### config.mk
export PLATFORM = sky130hd
export DESIGN_NAME = h264_invdc_dequant
export DESIGN_NICKNAME = d
export VERILOG_FILES = /design/src/rtl/h264_invdc_dequant.sv
export SDC_FILE = /design/constraint.sdc
export NUM_CORES = 1
export LEC_CHECK = 0
export BUFFER_PORTS_ARGS = -buffer_cell sky130_fd_sc_hd__clkbuf_2
export CAP_MARGIN = 5
export CORE_MARGIN = 10
export CORE_UTILIZATION = 54
export CTS_BUF_LIST = sky130_fd_sc_hd__clkbuf_8
export CTS_CLUSTER_SIZE = 20
export DETAILED_ROUTE_END_ITERATION = 8
export GPL_TIMING_DRIVEN = 0
export PLACE_DENSITY = 0.74
export SYNTH_ARGS = -nofsm -noshare
export SYNTH_HDL_FRONTEND = slang
export SYNTH_SLANG_ARGS = --single-unit
export TNS_END_PERCENT = 5
### constraint.sdc
create_clock -name CLK -period 22.2 [get_ports CLK]
set_input_delay 2.22 -clock CLK [delete_from_list [all_inputs] [get_ports CLK]]
set_output_delay 2.22 -clock CLK [all_outputs]
set_load 0.01 [all_outputs]
### src/rtl/h264_invdc_dequant.sv
// rtl/h264_invdc_dequant.sv - H.264 chroma DC 2x2 inverse Hadamard and dequantisation
// Collects four DC levels, transforms and scales them in one cycle, then streams them out.
module h264_invdc_dequant #(
  parameter int TOGETHER = 0
) (
  input  logic        CLK,
  input  logic        RESET,
  input  logic        ENABLE,
  input  logic [15:0] ZIN,
  input  logic [5:0]  QP,
  output logic        READYI,
  output logic        VALID,
  output logic [15:0] DCOUT,
  input  logic        READYO
);

  typedef enum logic [1:0] {LOAD, CALC, OUT} state_t;

  state_t             state_q;
  logic [1:0]         k_q;
  logic [1:0]         j_q;
  logic [5:0]         qp_q;
  logic signed [15:0] c_q [4];
  logic signed [15:0] y_q [4];
  logic signed [15:0] y_d [4];
  logic               valid_q;
  logic [15:0]        dcout_q;

  logic [5:0]         qp_clamp;
  logic [2:0]         qmod;
  logic [3:0]         sh;
  logic [4:0]         v;
  logic signed [17:0] e0, e1, e2, e3;
  logic signed [17:0] s0, d0, s1, d1;
  logic signed [17:0] f00, f01, f10, f11;

  // Worst case |f*v<<8| is about 6e8, so 34 bits holds the product without overflow.
  function automatic logic signed [15:0] dequant(input logic signed [17:0] f,
                                                 input logic [4:0] vv,
                                                 input logic [3:0] shift);
    logic signed [33:0] p;
    p = (34'(f) * $signed({29'd0, vv})) <<< shift;
    p = p >>> 1;
    if (p > 34'sd32767)
      return 16'sh7fff;
    else if (p < -34'sd32768)
      return 16'sh8000;
    else
      return p[15:0];
  endfunction

  assign qp_clamp = (QP > 6'd51) ? 6'd51 : QP;
  assign qmod     = 3'(qp_q % 6'd6);
  assign sh       = 4'(qp_q / 6'd6);

  always_comb begin
    case (qmod)
      3'd0:    v = 5'd10;
      3'd1:    v = 5'd11;
      3'd2:    v = 5'd13;
      3'd3:    v = 5'd14;
      3'd4:    v = 5'd16;
      default: v = 5'd18;
    endcase
  end

  always_comb begin
    e0  = 18'(c_q[0]);
    e1  = 18'(c_q[1]);
    e2  = 18'(c_q[2]);
    e3  = 18'(c_q[3]);
    s0  = e0 + e1;
    d0  = e0 - e1;
    s1  = e2 + e3;
    d1  = e2 - e3;
    f00 = s0 + s1;
    f01 = d0 + d1;
    f10 = s0 - s1;
    f11 = d0 - d1;
    y_d[0] = dequant(f00, v, sh);
    y_d[1] = dequant(f01, v, sh);
    y_d[2] = dequant(f10, v, sh);
    y_d[3] = dequant(f11, v, sh);
  end

  always_ff @(posedge CLK) begin
    if (RESET) begin
      state_q <= LOAD;
      k_q     <= 2'd0;
      j_q     <= 2'd0;
      qp_q    <= 6'd0;
      valid_q <= 1'b0;
      dcout_q <= 16'd0;
      for (int i = 0; i < 4; i++) begin
        c_q[i] <= 16'sd0;
        y_q[i] <= 16'sd0;
      end
    end else begin
      case (state_q)
        LOAD: begin
          valid_q <= 1'b0;
          if (ENABLE) begin
            c_q[k_q] <= ZIN;
            if (k_q == 2'd0)
              qp_q <= qp_clamp;
            k_q <= k_q + 2'd1;
            if (k_q == 2'd3)
              state_q <= CALC;
          end
        end
        CALC: begin
          valid_q <= 1'b0;
          for (int i = 0; i < 4; i++)
            y_q[i] <= y_d[i];
          j_q     <= 2'd0;
          state_q <= OUT;
        end
        OUT: begin
          // With TOGETHER set, only the first coefficient waits for READYO.
          if (READYO || ((TOGETHER != 0) && (j_q != 2'd0))) begin
            valid_q <= 1'b1;
            dcout_q <= y_q[j_q];
            j_q     <= j_q + 2'd1;
            if (j_q == 2'd3) begin
              state_q <= LOAD;
              k_q     <= 2'd0;
            end
          end else begin
            valid_q <= 1'b0;
          end
        end
        default: begin
          state_q <= LOAD;
          valid_q <= 1'b0;
        end
      endcase
    end
  end

  assign READYI = (state_q == LOAD);
  assign VALID  = valid_q;
  assign DCOUT  = dcout_q;

endmodule

==> results.json <==
{
  "outcome": "finished with violations",
  "violations": "max-capacitance violations",
  "grt_max_degree": 42,
  "worstPathArrival_ps": 12540,
  "pre_cts_ws_ps": 10160,
  "clk_path_buf_depth": 2,
  "drive_above_1_share": 0.0584,
  "worst-path-max-fanout": 10,
  "area_delta_synth_final_pct": 5.30,
  "slew_headroom": 0.00744,
  "worstSkewPairLatency_ps": 560,
  "cts_setup_buffers": 0,
  "clock-sinks": 157,
  "rsz0062_at_grt": "no",
  "ys_async_sr_fraction": 0,
  "period_needed_ps": 12250,
  "post_cts_resized": 0,
  "grt_pass1_vias": 30033,
  "synth-edff-count": 128,
  "finalSetupViolations": 0,
  "htree_levels": 4,
  "drv_slew": 0,
  "grt_pass1_wl_um": 189000,
  "crit_path_top_delay_cell": "o41ai_1",
  "criticalPathCategory": "reg -> reg",
  "cap_violations": 1,
  "crit_path_max_incr_delay_ps": 800,
  "clk_pin_slew_ps": 110,
  "core_um2": 57800,
  "hp-class": "reg -> reg",
  "cts_root_buf": "clkbuf_8",
  "fin_nets": 4647,
  "ys_seq_area_frac": 0.140,
  "die_h_um": 262,
  "antenna_found_initial": 2,
  "overflow": 0,
  "synth_cells": 4012,
  "cp-start-kind": "flop",
  "syn_area_um2": 31600,
  "gp_congestion": 1.06,
  "cts_hold_buffers": 0,
  "vias": 31084,
  "finalHoldViolations": 0,
  "finalCritPeriodShare": 0.552,
  "avgSynthCellArea_um2": 7.88,
  "synthFlopType": "edfxtp_1",
  "cp_num_buf_inv": 7,
  "drt_iter0_drc": 3379,
  "setup_slack_ps": 9950,
  "num_rows": 88,
  "drt-pass1-iter-count": 6,
  "initial_utilization": 0.547,
  "synth.distinct_cells": 114,
  "fmax_ghz": 0.0816,
  "die-area_um2": 68700,
  "wl_per_cell_um": 26.4,
  "grt_usage": 0.369,
  "ys_warn_count": 0,
  "cpMostUsedCell": "a21oi_1",
  "cts_tree": "yes",
  "worstPathRequired_ps": 22480,
  "cts_buffers": 17,
  "port_buffers": 42,
  "timing.hold.ws_ps": 460,
  "wl_um": 128000,
  "drc": 0,
  "io_pins": 44,
  "clock_skew_ps": 26.1,
  "crit_family": "compound AO/OA/AOI/OAI gates",
  "ant_nets": 0,
  "viasPerCell": 6.40,
  "hpwl_um": 107000,
  "setup_tns_ps": 0,
  "fp.dieW_um": 262,
  "tightestPinTransition_ps": 1480,
  "cp-end-kind": "flop",
  "syn_nets": 4581,
  "ys_seq_elements": 157
}
cell type report:
cell class / instances / area [um^2]
Fill cell: 5397 / 24500
Clock inverter: 15 / 174
Antenna cell: 1 / 2.50
Clock buffer: 17 / 234
Multi-Input combinational cell: 3243 / 24800
Tap cell: 765 / 957
Buffer: 204 / 947
Timing Repair Buffer: 47 / 275
Inverter: 408 / 1530
Sequential cell: 157 / 4420
worst paths after layout:
check / slack, ps / startpoint / to / depth (start not counted)
setup / recovery: 9950 / c_q[1][1]$_SDFFCE_PN0P_ / y_q[2][12]$_SDFFCE_PN0P_ / 41
hold / removal: 460 / DCOUT[10]$_SDFFE_PP0P_ / DCOUT[10]$_SDFFE_PP0P_ / 2
setup reg to reg: 9950 / c_q[1][1]$_SDFFCE_PN0P_ / y_q[2][12]$_SDFFCE_PN0P_ / 41
hold reg to reg: 460 / DCOUT[10]$_SDFFE_PP0P_ / DCOUT[10]$_SDFFE_PP0P_ / 2
registers in the layout (all words and copies together) (netlist names):
signal,cells
c_q,64
state_q,2
j_q,2
DCOUT,16
y_q,64
VALID,1
k_q,2
qp_q,6
tightest hold or removal path, cell delays in order, from the launching register on:
cell     delay, ps
dfxtp_1        320
nand2_1         50
a21oi_1         50
cells by family after synthesis:
family	share of synthesized area
AO/OA/AOI/OAI	0.219
buffers and inverters	0.0784
XOR/XNOR	0.0457
AND/OR/NAND/NOR	0.208
flip-flops	0.140
multiplexers	0.0396
adder cells (fa/ha/maj)	0.269
placed cells by master (no fill, tap or decap), types with 24 or more instances in the layout:
cell type	synthesis	routed
mux2i_1	73	73
nor2_1	547	547
o211ai_1	56	56
nand4_1	29	29
or2_2	32	32
a21o_1	56	56
a31oi_1	32	32
o31ai_1	39	39
fa_1	228	228
o22ai_1	24	24
nand2b_1	56	55
nand2_1	304	304
o21a_1	34	34
nand3_1	73	73
inv_1	406	406
ha_1	315	315
a21oi_1	278	276
o21ai_0	168	168
edfxtp_1	128	128
dfxtp_1	29	29
xnor2_1	121	121
a22oi_1	34	34
o21bai_1	42	41
clkbuf_2	0	42
nor3_1	83	82
or3_1	30	30
and2_1	106	106
clkbuf_1	146	146
xor2_1	39	39
a211oi_1	62	61
Yosys cell counts, drive strengths merged (32+ instances only):
cell | count | area share
o21bai | 42 | 0.010
a21oi | 279 | 0.044
o211ai | 56 | 0.013
mux2i | 74 | 0.024
edfxtp | 128 | 0.12
buf | 58 | 0.013
a21o | 56 | 0.013
ha | 315 | 0.12
o21ai | 190 | 0.030
nand3 | 74 | 0.012
nor2 | 549 | 0.065
a211oi | 63 | 0.015
inv | 407 | 0.048
or2 | 33 | 0.0065
nand2b | 56 | 0.011
a31oi | 32 | 0.0063
o31ai | 42 | 0.010
fa | 228 | 0.14
clkbuf | 146 | 0.017
a22oi | 34 | 0.0081
xnor2 | 121 | 0.034
nor3 | 85 | 0.014
xor2 | 39 | 0.011
and2 | 108 | 0.021
o21a | 34 | 0.0081
nand2 | 305 | 0.036
through the flow:
step | util | cell area [um^2] | instances
3_3_place_gp | 0.567 | 32800 | 4819
3_5_place_dp | 0.569 | 32900 | 4822
4_1_cts | 0.576 | 33300 | 4854
6_report | 0.576 | 33300 | 4857
5_1_grt | 0.576 | 33300 | 4856
2_1_floorplan | - | 31600 | 4012
metal layers:
layer | GRT usage | vias up | wire length [um]
met4 | 0.274 | 0 | 11400
met1 | 0.430 | 14895 | 48700
met3 | 0.0782 | 447 | 10400
met5 | 0 | - | 0
li1 | - | 14190 | -
met2 | 0.597 | 1552 | 57800
Power is not shown: default switching activity piles up to over one toggle a cycle in this logic, so the estimate is an artifact.
